## src/rtl/prog_loader128.sv

```systemverilog
// prog_loader128
// --------------
// Byte-stream program loader for the 128-bit instruction/data SRAM slave.
// Packs 16 incoming bytes (little-endian, byte 0 in [7:0]) into one 128-bit
// word and issues a single-cycle write per word at consecutive word
// addresses, wrapping modulo 2^ADDR_W. The CPU is held in reset (cpu_hold)
// for the whole load, and a 32-bit byte checksum is reported at completion.
//
// Ports:
//   pll_core_cpuclk  in   clock
//   pad_cpu_rst      in   synchronous active-high reset
//   start            in   one-cycle load request, sampled only in IDLE
//   start_waddr      in   first word address, latched with start
//   word_cnt         in   number of words to load, latched with start
//   in_valid         in   byte-stream valid
//   in_data          in   byte-stream data
//   in_ready         out  byte-stream ready (high only while collecting)
//   prog_wen         out  SRAM write strobe, one cycle per word
//   prog_waddr       out  SRAM word address (holds last written value)
//   prog_wdata       out  SRAM write data (holds last written value)
//   cpu_hold         out  high whenever a load is in progress
//   done             out  one-cycle completion pulse
//   checksum         out  sum of all accepted bytes, modulo 2^32

module prog_loader128 #(
    parameter int ADDR_W = 20
) (
    input  logic              pll_core_cpuclk,
    input  logic              pad_cpu_rst,
    input  logic              start,
    input  logic [ADDR_W-1:0] start_waddr,
    input  logic [ADDR_W:0]   word_cnt,
    input  logic              in_valid,
    input  logic [7:0]        in_data,
    output logic              in_ready,
    output logic              prog_wen,
    output logic [ADDR_W-1:0] prog_waddr,
    output logic [127:0]      prog_wdata,
    output logic              cpu_hold,
    output logic              done,
    output logic [31:0]       checksum
);

    localparam int NUM_LANES = 16;
    localparam int LANE_W    = 8;
    localparam int WORD_W    = NUM_LANES * LANE_W;

    localparam logic [ADDR_W-1:0] ADDR_ONE  = 1;
    localparam logic [ADDR_W:0]   COUNT_ONE = 1;

    typedef enum logic [1:0] {
        S_IDLE    = 2'd0,
        S_COLLECT = 2'd1,
        S_WRITE   = 2'd2,
        S_DONE    = 2'd3
    } state_t;

    state_t              state_q, state_d;
    logic [ADDR_W-1:0]   cur_waddr_q, cur_waddr_d;
    logic [ADDR_W:0]     words_left_q, words_left_d;
    logic [3:0]          byte_idx_q, byte_idx_d;
    logic [WORD_W-1:0]   buf_q, buf_d;
    logic [31:0]         checksum_q, checksum_d;
    logic [ADDR_W-1:0]   prog_waddr_q, prog_waddr_d;
    logic [WORD_W-1:0]   prog_wdata_q, prog_wdata_d;

    // ------------------------------------------------------------------
    // State and datapath registers
    // ------------------------------------------------------------------
    always_ff @(posedge pll_core_cpuclk) begin
        if (pad_cpu_rst) begin
            state_q      <= S_IDLE;
            cur_waddr_q  <= '0;
            words_left_q <= '0;
            byte_idx_q   <= '0;
            buf_q        <= '0;
            checksum_q   <= '0;
            prog_waddr_q <= '0;
            prog_wdata_q <= '0;
        end else begin
            state_q      <= state_d;
            cur_waddr_q  <= cur_waddr_d;
            words_left_q <= words_left_d;
            byte_idx_q   <= byte_idx_d;
            buf_q        <= buf_d;
            checksum_q   <= checksum_d;
            prog_waddr_q <= prog_waddr_d;
            prog_wdata_q <= prog_wdata_d;
        end
    end

    // ------------------------------------------------------------------
    // Next-state and datapath update
    // ------------------------------------------------------------------
    always_comb begin
        state_d      = state_q;
        cur_waddr_d  = cur_waddr_q;
        words_left_d = words_left_q;
        byte_idx_d   = byte_idx_q;
        buf_d        = buf_q;
        checksum_d   = checksum_q;
        prog_waddr_d = prog_waddr_q;
        prog_wdata_d = prog_wdata_q;

        unique case (state_q)
            S_IDLE: begin
                if (start) begin
                    cur_waddr_d  = start_waddr;
                    words_left_d = word_cnt;
                    checksum_d   = '0;
                    byte_idx_d   = '0;
                    buf_d        = '0;
                    state_d      = (word_cnt != '0) ? S_COLLECT : S_DONE;
                end
            end

            S_COLLECT: begin
                // in_ready is high for the whole state, so in_valid alone
                // marks a handshake here.
                if (in_valid) begin
                    buf_d[{byte_idx_q, 3'b000} +: LANE_W] = in_data;
                    byte_idx_d = byte_idx_q + 4'd1;
                    checksum_d = checksum_q + {24'd0, in_data};
                    if (byte_idx_q == 4'd15) begin
                        // Capture the completed word into the output
                        // registers now so prog_waddr/prog_wdata are valid
                        // during the WRITE cycle and hold afterwards.
                        prog_waddr_d = cur_waddr_q;
                        prog_wdata_d = buf_d;
                        state_d      = S_WRITE;
                    end
                end
            end

            S_WRITE: begin
                // Address wraps naturally at 2^ADDR_W.
                cur_waddr_d  = cur_waddr_q + ADDR_ONE;
                words_left_d = words_left_q - COUNT_ONE;
                state_d      = (words_left_q == COUNT_ONE) ? S_DONE : S_COLLECT;
            end

            S_DONE: begin
                state_d = S_IDLE;
            end

            default: begin
                state_d = S_IDLE;
            end
        endcase
    end

    // ------------------------------------------------------------------
    // Outputs: decoded from state or taken straight from registers
    // ------------------------------------------------------------------
    assign in_ready   = (state_q == S_COLLECT);
    assign prog_wen   = (state_q == S_WRITE);
    assign prog_waddr = prog_waddr_q;
    assign prog_wdata = prog_wdata_q;
    assign cpu_hold   = (state_q != S_IDLE);
    assign done       = (state_q == S_DONE);
    assign checksum   = checksum_q;

endmodule

```

## config.mk

```make
export PLATFORM = sky130hd
export DESIGN_NAME = prog_loader128
export DESIGN_NICKNAME = d
export VERILOG_FILES = /design/src/rtl/prog_loader128.sv
export SDC_FILE = /design/constraint.sdc
export NUM_CORES = 1
export LEC_CHECK = 0
export ABC_CLOCK_PERIOD_IN_PS = 6700
export CORE_MARGIN = 1
export CORE_UTILIZATION = 35
export CTS_CLUSTER_DIAMETER = 40
export DETAILED_ROUTE_END_ITERATION = 16
export DONT_BUFFER_PORTS = 1
export PLACE_DENSITY_LB_ADDON = 0.25
export SKIP_CTS_REPAIR_TIMING = 1
export SLEW_MARGIN = 10
export SYNTH_ARGS = -nofsm -noshare
export SYNTH_HDL_FRONTEND = slang
export SYNTH_SLANG_ARGS = --single-unit
```

## constraint.sdc

```tcl
create_clock -name pll_core_cpuclk -period 6.7 [get_ports pll_core_cpuclk]
set_input_delay 0.335 -clock pll_core_cpuclk [delete_from_list [all_inputs] [get_ports pll_core_cpuclk]]
set_output_delay 0.335 -clock pll_core_cpuclk [all_outputs]
set_load 0.01 [all_outputs]
```

==> results by group, run 1 <==
Worst setup path
  • Maximum fanout along the worst path: 101
  • Crit end category: flip-flop
  • Reg2reg start: byte_idx_q[0]
  • Nature of the critical path startpoint: flip-flop
  • Worst Path Required: 7.18 ns
  • Crit path DAT: 4.02 ns
  • FF-to-FF setup slack: 3.17 ns
  • Critical R2R Capture: prog_wdata[88]
  • Crit Path Category: reg2reg
  • Reg2reg path depth: 7

Final layout
  • Share of cells above drive strength 1: 8.84%
  • Fillers: 4117
  • Fin nets: 1740
  • Fin util: 42.4%
  • Post-Layout Cell Count: 2260
  • Area Overhead vs Synth: 19.1%

Synth
  • Top post-synthesis cells by count: dfxtp_1 (355), nand2_1 (194), nor2_1 (174)
  • Post-synth top area share: 47.5%
  • Most frequent cell after synthesis: dfxtp_1
  • Avg Cell Area, Syn: 8.94 µm²
  • EDFF count, synth: 0
  • Sequential-to-total area share from yosys stat: 47.5%
  • Mapped Area: 15000 µm²
  • Synth Register Bits: 355
  • Ys flop type: dfxtp_1
  • Post-synth cell types: 75
  • Area contributors post-synth: dfxtp_1 (48%), mux2i_1 (5.5%), nand2_1 (4.9%)
  • Yosys top cell by area: dfxtp_1
  • Synth Instances: 1674
  • Asr flop ratio synth: 0%
  • Syn nets: 1743
  • Ys Warns: 0

Floorplanning
  • Overall die area: 43600 µm²
  • Top-Level Pins: 237
  • Row count: 75
  • Core area: 42000 µm²
  • Die X: 209 µm
  • Die H: 209 µm
  • Starting density of the core: 35.6%

Routing
  • Antenna viol nets, final: 0
  • DR pass1 iterations: 5
  • Wirelength per Cell: 21.7 µm
  • Vias/cell: 5.71
  • Remaining DRCs: 0
  • 1st-iter DRT viols: 823
  • DR vias: 12900
  • WL final: 49.1 mm

Power and ir drop
  • Lkg Pwr: 6.39 nW
  • Peak supply drop: 0.228 mV
  • Total power: 5.56 mW
  • PwrDens: 312 nW/µm²

STA
  • Clk_skew: 0.0300 ns
  • Final period util: 52.7%
  • Final worst slack: 3.17 ns
  • Fin crit period: 3.53 ns
  • Fmax: 283 MHz
  • Setup violators final: 0
  • Relative slew margins: 26.7%
  • RSZ-0062 raised after global routing: false
  • Worst-Margin Slew: 1.09 ns
  • Final Slew Violations: 0
  • Final hold violations: 3
  • Hold_ws: -0.0351 ns
  • Setup TNS: 0 ns

Min path
  • HP Start: word_cnt[2]
  • Worst min path class: in2reg
  • Hold Crit Depth: 2
  • Hold EP: words_left_q[2]

Placement
  • DPL Wire Length: 30.0 mm
  • Post-Place Setup Slack: 3.17 ns
  • PortBufs: 0
  • GPL Wtd Cong: 0.839
  • Placed Cells: 2098

CTS
  • H-tree Lvls: 2
  • Clock Tree Buf Depth: 3
  • CTS tree: done
  • TritonCTS Sinks: 355
  • Reg clk slew, reported paths: 0.05 ns
  • Clk_lat worst skew: 0.63 ns
  • Clk root buf: clkbuf_16
  • CTS buffer count: 59

Global route
  • Total GRT Usage: 20.9%
  • Initial antenna violation count: 1
  • Vias in the first global route: 12100
  • First-pass GRT wire length: 71.9 mm
  • Overflow after GRT: 0
  • Largest net degree at the start of global routing: 170

Run status
  • Failing checks: negative hold slack
  • Outcome: finished with violations

Job
  • Max-capacitance violation count: 0
cell usage in the layout, fill, tap and decap left out, drive strengths merged, types with 19 or more instances in the layout:
master	instances
clkbuf	69
o21ai	74
mux2i	82
a22o	65
dlygate4sd3	50
nor4	29
o211ai	19
inv	41
nand2	196
nand3	41
dfxtp	355
nor2	174
a21oi	121
nor3	19
a211oi	46
a221o	23
layout make-up:
class                           count  area (µm²)  share of cell area (%)
Multi-Input combinational cell   1165        7250                    40.7
Sequential cell                   355        7110                    39.9
Clock buffer                       69        1550                    8.72
Tap cell                          539         674                    3.78
Timing Repair Buffer               64         626                    3.51
Clock inverter                     41         509                    2.86
Inverter                           26        97.6                   0.548
Antenna cell                        1        2.50                  0.0140
layer usage:
layer | GRT usage, % | wire length, µm
met5 | 0 | 13
met4 | 6.82 | 1170
met3 | 6.82 | 3780
met2 | 33.7 | 22900
met1 | 26.3 | 21200
critical path: stages, from the launching register on:
cell     delay (ns)
dfxtp_1        0.92
ha_1           0.35
nand4_1        0.20
nor2_4         0.14
buf_4          0.77
nor2_4         0.06
buf_4          0.43
a221o_1        0.45
state kept, by name, indices dropped and copies added, names as in the netlist:
name,count
buf_q,128
state_q,2
byte_idx_q,4
prog_wdata,128
checksum,32
cur_waddr_q,20
words_left_q,21
prog_waddr,20
stage by stage:
| stage | hold slack [ns] | instance area (µm²) |
|---|---|---|
| after CTS | -0.230 | 17300 |
| after global routing | -0.00124 | 17800 |
| final | -0.0351 | 17800 |
| after global placement | 0.434 | 15200 |
| after detailed placement | 0.442 | 15200 |
| after floorplan | 0.425 | 15000 |
report_power, final:
group | switching [mW] | leakage, nW | internal [mW]
Clock | 1.16 | 0.992 | 1.96
Sequential | 0.0295 | 2.87 | 2.13
Combinational | 0.184 | 2.53 | 0.0882
cells by family after synthesis:
family	share of synthesized area, %
adders and majority gates	1.39
and+or+nand+nor	17.4
muxes	5.86
xor gates and xnor gates	0.527
AOI/OAI and AO/OA	23.1
buffers and inverters	4.16
DFF	47.5
how the worst max path moves through the flow:
stage | startpoint | to | slack, ns | cells after the start
final | byte_idx_q[0] | prog_wdata[88] | 3.17 | 7
after detailed placement | byte_idx_q[0] | prog_wdata[74] | 3.17 | 7
after global placement | byte_idx_q[0] | prog_wdata[72] | 3.33 | 7
after floorplan | byte_idx_q[0] | prog_wdata[94] | 3.83 | 12
after CTS | byte_idx_q[0] | prog_wdata[123] | 3.16 | 7
after global routing | byte_idx_q[0] | prog_wdata[125] | 2.88 | 7
(Power assumes the default switching activity.)
==> run 2, diff against run 1 <==
- ABC_CLOCK_PERIOD_IN_PS: 6700 -> 3660
- clock period: 6.7 -> 3.66 ns (I/O delays scaled with it)
==> results by group, run 2 (synthesized netlist as in run 1, its figures left out) <==
Final layout
  • Share of cells above drive strength 1: 9.61% (was 8.84%)
  • Fin nets: 1756 (was 1740)
  • Fin util: 42.7% (was 42.4%)
  • Post-Layout Cell Count: 2276 (was 2260)
  • Commonest non-fill, non-tap cell in the layout: dfxtp_1 (unchanged)
  • Area Overhead vs Synth: 20.1% (was 19.1%)
  • Commonest non-fill, non-tap cells in the layout: dfxtp_1 (355), nand2_1 (194), nor2_1 (172), a21oi_1 (120), mux2i_1 (82) (unchanged)
  • Fillers: 4111 (was 4117)
  • Ant diodes: 0 (was 1)

STA
  • Hold_ws: -0.00505 ns (was -0.0351 ns)
  • Fin crit period: 3.09 ns (was 3.53 ns)
  • Fmax: 324 MHz (was 283 MHz)
  • Worst-Margin Slew: 1.15 ns (was 1.09 ns)
  • Final hold violations: 2 (was 3)
  • Relative slew margins: 23.0% (was 26.7%)
  • Setup violators final: 0 (unchanged)
  • Final period util: 84.4% (was 52.7%)
  • Setup TNS: 0 ns (unchanged)
  • Final Slew Violations: 0 (unchanged)
  • Clk_skew: 0.0147 ns (was 0.0300 ns)
  • RSZ-0062 raised after global routing: false (unchanged)

Placement
  • DPL Wire Length: 30.1 mm (was 30.0 mm)
  • PortBufs: 0 (unchanged)
  • GPL Wtd Cong: 0.828 (was 0.839)
  • Placed Cells: 2114 (was 2098)

Global route
  • Vias in the first global route: 12100 (about the same)
  • Overflow after GRT: 0 (unchanged)
  • Total GRT Usage: 20.7% (was 20.9%)
  • Initial antenna violation count: 1 (unchanged)
  • First-pass GRT wire length: 71.2 mm (was 71.9 mm)
  • Largest net degree at the start of global routing: 170 (unchanged)

CTS
  • Clk_lat worst skew: 0.61 ns (was 0.63 ns)
  • CTS buffer count: 58 (was 59)
  • Clk root buf: clkbuf_16 (unchanged)
  • CTS tree: done (unchanged)
  • Reg clk slew, reported paths: 0.06 ns (was 0.05 ns)
  • TritonCTS Sinks: 355 (unchanged)
  • Clock Tree Buf Depth: 3 (unchanged)
  • H-tree Lvls: 2 (unchanged)

Routing
  • Vias/cell: 5.67 (was 5.71)
  • WL final: 47.5 mm (was 49.1 mm)
  • Antenna viol nets, final: 0 (unchanged)
  • DR vias: 12900 (about the same)
  • Remaining DRCs: 0 (unchanged)
  • 1st-iter DRT viols: 734 (was 823)
  • Wirelength per Cell: 20.9 µm (was 21.7 µm)
  • DR pass1 iterations: 5 (unchanged)

Run status
  • Failing checks: negative hold slack (unchanged)
  • Outcome: finished with violations (unchanged)

Floorplanning
  • Row count: 75 (unchanged)
  • Die H: 209 µm (unchanged)
  • Core area: 42000 µm² (unchanged)
  • Die X: 209 µm (unchanged)
  • Starting density of the core: 35.6% (unchanged)
  • Overall die area: 43600 µm² (unchanged)
  • Top-Level Pins: 237 (unchanged)

Worst setup path
  • Crit Path Category: reg2reg (unchanged)
  • Maximum fanout along the worst path: 10 (was 101)
  • Worst Path Required: 4.16 ns (was 7.18 ns)
  • Nature of the critical path startpoint: flip-flop (unchanged)
  • Crit path DAT: 3.59 ns (was 4.02 ns)
  • Crit end category: flip-flop (unchanged)

Power and ir drop
  • Peak supply drop: 0.514 mV (was 0.228 mV)
  • PwrDens: 567 nW/µm² (was 312 nW/µm²)
  • Total power: 10.2 mW (was 5.56 mW)
  • Lkg Pwr: 6.48 nW (was 6.39 nW)

Min path
  • Worst min path class: in2reg (unchanged)

Job
  • Max-capacitance violation count: 0 (unchanged)
-- run 2: cell types whose count changed in the layout (fill, tap and decap cells not counted), sizes merged --
| cell | previous run | this run |
|---|---|---|
| clkinv | 12 | 13 |
| clkinvlp | 7 | 8 |
| clkbuf | 69 | 72 |
| diode | 1 | 0 |
| inv | 41 | 35 |
| buf | 14 | 30 |
| dlygate4sd3 | 50 | 51 |
| bufinv | 7 | 8 |
-- run 2: worst paths after layout --
check | from | to | slack [ns] | cells past startpoint
worst max-delay path | byte_idx_q[1] | buf_q[33] | 0.57 | 7
worst min-delay path | in_valid | prog_wdata[116] | -0.005 | 2
worst max register to register | byte_idx_q[1] | buf_q[33] | 0.57 | 7
worst min register to register | buf_q[41] | buf_q[41] | 0.45 | 2
-- run 2: stage by stage --
| stage | cell area (µm²) | worst slack [ns] |
|---|---|---|
| 2_1_floorplan | 15000 | 0.789 |
| 3_3_place_gp | 15400 | 0.729 |
| 3_5_place_dp | 15400 | 0.590 |
| 4_1_cts | 17400 | 0.594 |
| 5_1_grt | 18000 | 0.258 |
| 6_report | 18000 | 0.571 |
-- run 2: cell type report --
cell class	instances	area [µm²]	share of cell area [%]
Clock buffer	72	1570	8.76
Clock inverter	38	483	2.69
Inverter	26	97.6	0.543
Multi-Input combinational cell	1165	7250	40.4
Sequential cell	355	7110	39.6
Tap cell	539	674	3.75
Timing Repair Buffer	81	781	4.35
-- run 2: critical path, stage by stage, from the launching register on --
cell	delay, ns
dfxtp_1	0.50
inv_1	0.15
ha_1	0.31
and2_1	0.23
o21ba_2	0.23
o21ai_1	0.89
nor2_1	0.35
a22o_1	0.33
-- run 2: layer usage --
| metal | part of all wire, % | vias up | GRT usage (%) |
|---|---|---|---|
| met3 | 7.3 | 81 | 5.98 |
| met2 | 46 | 378 | 33.7 |
| li1 | - | 6211 | - |
| met4 | 2.4 | 0 | 7.48 |
| met1 | 44 | 6225 | 25.9 |
| met5 | 0 | - | 0 |
-- run 2: power by group --
part,leakage (nW),switching [mW],internal [mW],total [mW]
Sequential,2.87,0.0492,3.91,3.96
Clock,0.986,2.06,3.65,5.71
Combinational,2.62,0.347,0.172,0.519
Total,6.48,2.46,7.73,10.2
==> run 3, diff against run 2 <==
- ABC_CLOCK_PERIOD_IN_PS: 3660 -> 2550
- clock period: 3.66 -> 2.55 ns (I/O delays scaled with it)
==> results by group, run 3 (synthesized netlist as in run 1, its figures left out) <==
Power and ir drop
  • Lkg Pwr: 6.66 nW (was 6.48 nW)
  • Combinational Power Share: 4.9% (was 5.1%)
  • Sw Pwr: 3.57 mW (was 2.46 mW)
  • Power Internal: 11.2 mW (was 7.73 mW)
  • Peak supply drop: 0.485 mV (was 0.514 mV)
  • PwrDens: 809 nW/µm² (was 567 nW/µm²)
  • Total power: 14.7 mW (was 10.2 mW)
  • Clock Power Share: 56.6% (was 56.1%)
  • Sequential share of power: 38.5% (was 38.8%)
  • Sw Ratio: 24.2% (was 24.1%)

Global route
  • Vias in the first global route: 12200 (was 12100)
  • Initial antenna violation count: 0 (was 1)
  • Total GRT Usage: 20.8% (was 20.7%)
  • Largest net degree at the start of global routing: 170 (unchanged)
  • Overflow after GRT: 0 (unchanged)
  • First-pass GRT wire length: 71.9 mm (was 71.2 mm)

Worst setup path
  • Crit Path Category: reg2reg (unchanged)
  • Critical-path top delay cell: dlygate4sd3_1 (was o21ai_1)
  • Crit path DAT: 2.93 ns (was 3.59 ns)
  • Critical R2R Capture: words_left_q[3] (was buf_q[33])
  • CP dominant cell by count: buf_4
  • Reg2reg path depth: 8 (was 7)
  • FF-to-FF setup slack: 0.1 ns (was 0.57 ns)
  • Crit end category: flip-flop (unchanged)
  • CP startpoint: state_q[1] (was byte_idx_q[1])
  • Worst stage delay on the critical path: 0.55 ns (was 0.89 ns)
  • Critical Path Sink: words_left_q[3] (was buf_q[33])
  • Reg2reg start: state_q[1] (was byte_idx_q[1])
  • Worst-path cell chain: buf_4, nand2b_1, inv_1, nor2_1, buf_4, o21ai_0, a21oi_1, dlygate4sd3_1 (was inv_1, ha_1, and2_1, o21ba_2, o21ai_1, nor2_1, a22o_1)
  • Maximum fanout along the worst path: 11 (was 10)
  • Worst Path Required: 3.03 ns (was 4.16 ns)
  • Nature of the critical path startpoint: flip-flop (unchanged)

Final layout
  • Commonest non-fill, non-tap cell in the layout: dfxtp_1 (unchanged)
  • Finished layout cell area: 18200 µm² (was 18000 µm²)
  • Ant diodes: 0 (unchanged)
  • Fin nets: 1781 (was 1756)
  • Share of cells above drive strength 1: 11.4% (was 9.61%)
  • Area Overhead vs Synth: 21.7% (was 20.1%)
  • Fillers: 4085 (was 4111)
  • Commonest non-fill, non-tap cells in the layout: dfxtp_1 (354), nand2_1 (194), nor2_1 (171), a21oi_1 (119), mux2i_1 (82) (was dfxtp_1 (355), nand2_1 (194), nor2_1 (172), a21oi_1 (120), mux2i_1 (82))

CTS
  • Clk root buf: clkbuf_16 (unchanged)
  • CTS buffer count: 56 (was 58)
  • CTS tree: done (unchanged)
  • TritonCTS Sinks: 355 (unchanged)
  • Clock Tree Buf Depth: 3 (unchanged)
  • Clk_lat worst skew: 0.64 ns (was 0.61 ns)
  • Reg clk slew, reported paths: 0.05 ns (was 0.06 ns)
  • H-tree Lvls: 2 (unchanged)

Min path
  • Worst min path class: in2reg (unchanged)

Placement
  • GPL Wtd Cong: 0.840 (was 0.828)
  • DP Area: 15600 µm² (was 15400 µm²)
  • PortBufs: 0 (unchanged)
  • DPL Wire Length: 30.9 mm (was 30.1 mm)

Routing
  • 1st-iter DRT viols: 786 (was 734)
  • DR vias: 13000 (was 12900)
  • Antenna viol nets, final: 0 (unchanged)
  • Wirelength per Cell: 20.5 µm (was 20.9 µm)
  • Remaining DRCs: 0 (unchanged)
  • DR pass1 iterations: 8 (was 5)
  • Vias/cell: 5.65 (was 5.67)
  • WL final: 47.2 mm (was 47.5 mm)

STA
  • Setup violators final: 0 (unchanged)
  • Worst-Margin Slew: 1.03 ns (was 1.15 ns)
  • Clk_skew: 0.0487 ns (was 0.0147 ns)
  • Hold_ws: -0.368 ns (was -0.00505 ns)
  • Relative slew margins: 31.2% (was 23.0%)
  • Fmax: 408 MHz (was 324 MHz)
  • Setup TNS: 0 ns (unchanged)
  • Final period util: 96.1% (was 84.4%)
  • Final Slew Violations: 0 (unchanged)
  • Fin crit period: 2.45 ns (was 3.09 ns)
  • Final hold violations: 157 (was 2)

Job
  • Max-capacitance violation count: 0 (unchanged)

Floorplanning
  • Die X: 209 µm (unchanged)
  • Top-Level Pins: 237 (unchanged)
  • Starting density of the core: 35.6% (unchanged)
  • Core area: 42000 µm² (unchanged)
  • Row count: 75 (unchanged)
  • Overall die area: 43600 µm² (unchanged)
  • Die H: 209 µm (unchanged)

Run status
  • Outcome: finished with violations (unchanged)
  • Failing checks: negative hold slack (unchanged)
## run 3: changes by cell type in the layout (fill, tap and decap cells not counted), moves of 3 or more
cell           previous run  this run
buf_4                    27        58
clkbuf_1                  7         2
clkinv_16                 0         3
clkinvlp_4                8         5
dlygate4sd3_1            51        48
inv_6                     7         3
inv_8                     2         5
## run 3: final cells by class
type	count	area [µm²]	share of cell area, %
timing repair buffer	108	956	5.25
inverter	26	97.6	0.536
clock buffer	63	1480	8.11
multi-input combinational	1165	7270	39.9
sequential	355	7110	39.0
clock inverter	41	631	3.46
tap	539	674	3.70
## run 3: metal layers
metal  global-route usage, %  vias up  wire length [µm]
met5                       0        -                 0
met3                    6.94       80              3980
met2                    33.3      411             22100
met4                    7.20        0              1040
met1                    26.0     6245             20000
li1                        -     6247                 -
## run 3: worst max-delay path, delay by kind of cell, from the launching register on
kind | cells | cell delay (ns)
buffers and inverters | 4 | 1.30
flip-flops | 1 | 0.51
AO/OA/AOI/OAI | 2 | 0.27
AND/OR/NAND/NOR | 2 | 0.26
## run 3: power groups by stage
stage | registers (mW) | clock network [mW] | logic, mW
after floorplan | 5.77 | 0 | 0.480
after detailed placement | 5.79 | 0 | 0.609
final | 5.67 | 8.34 | 0.717
after global routing | 5.68 | 8.75 | 0.783
after global placement | 5.79 | 0 | 0.602
after CTS | 5.67 | 8.50 | 0.611
## run 3: stage by stage
step / util, % / hold WS [ns] / setup slack, ns / std cells
floorplan: - / 0.263 / 0.0161 / 1674
global placement: 37.2 / 0.242 / 0.185 / 2145
detailed placement: 37.2 / 0.247 / 0.166 / 2145
CTS: 42.2 / -0.435 / 0.141 / 2249
global route: 43.3 / -0.394 / -0.00931 / 2297
finish: 43.3 / -0.368 / 0.0986 / 2297
## run 3: how the worst min path moves through the flow
stage                           end       startpoint  slack (ns)  depth (start not counted)
finish                    buf_q[61]      pad_cpu_rst       -0.37                          1
global route             buf_q[117]      pad_cpu_rst       -0.39                          1
CTS                       buf_q[62]      pad_cpu_rst       -0.44                          1
detailed placement       buf_q[119]      pad_cpu_rst        0.25                          1
global placement         buf_q[119]      pad_cpu_rst        0.24                          1
floorplan           cur_waddr_q[15]  start_waddr[15]        0.26                          2
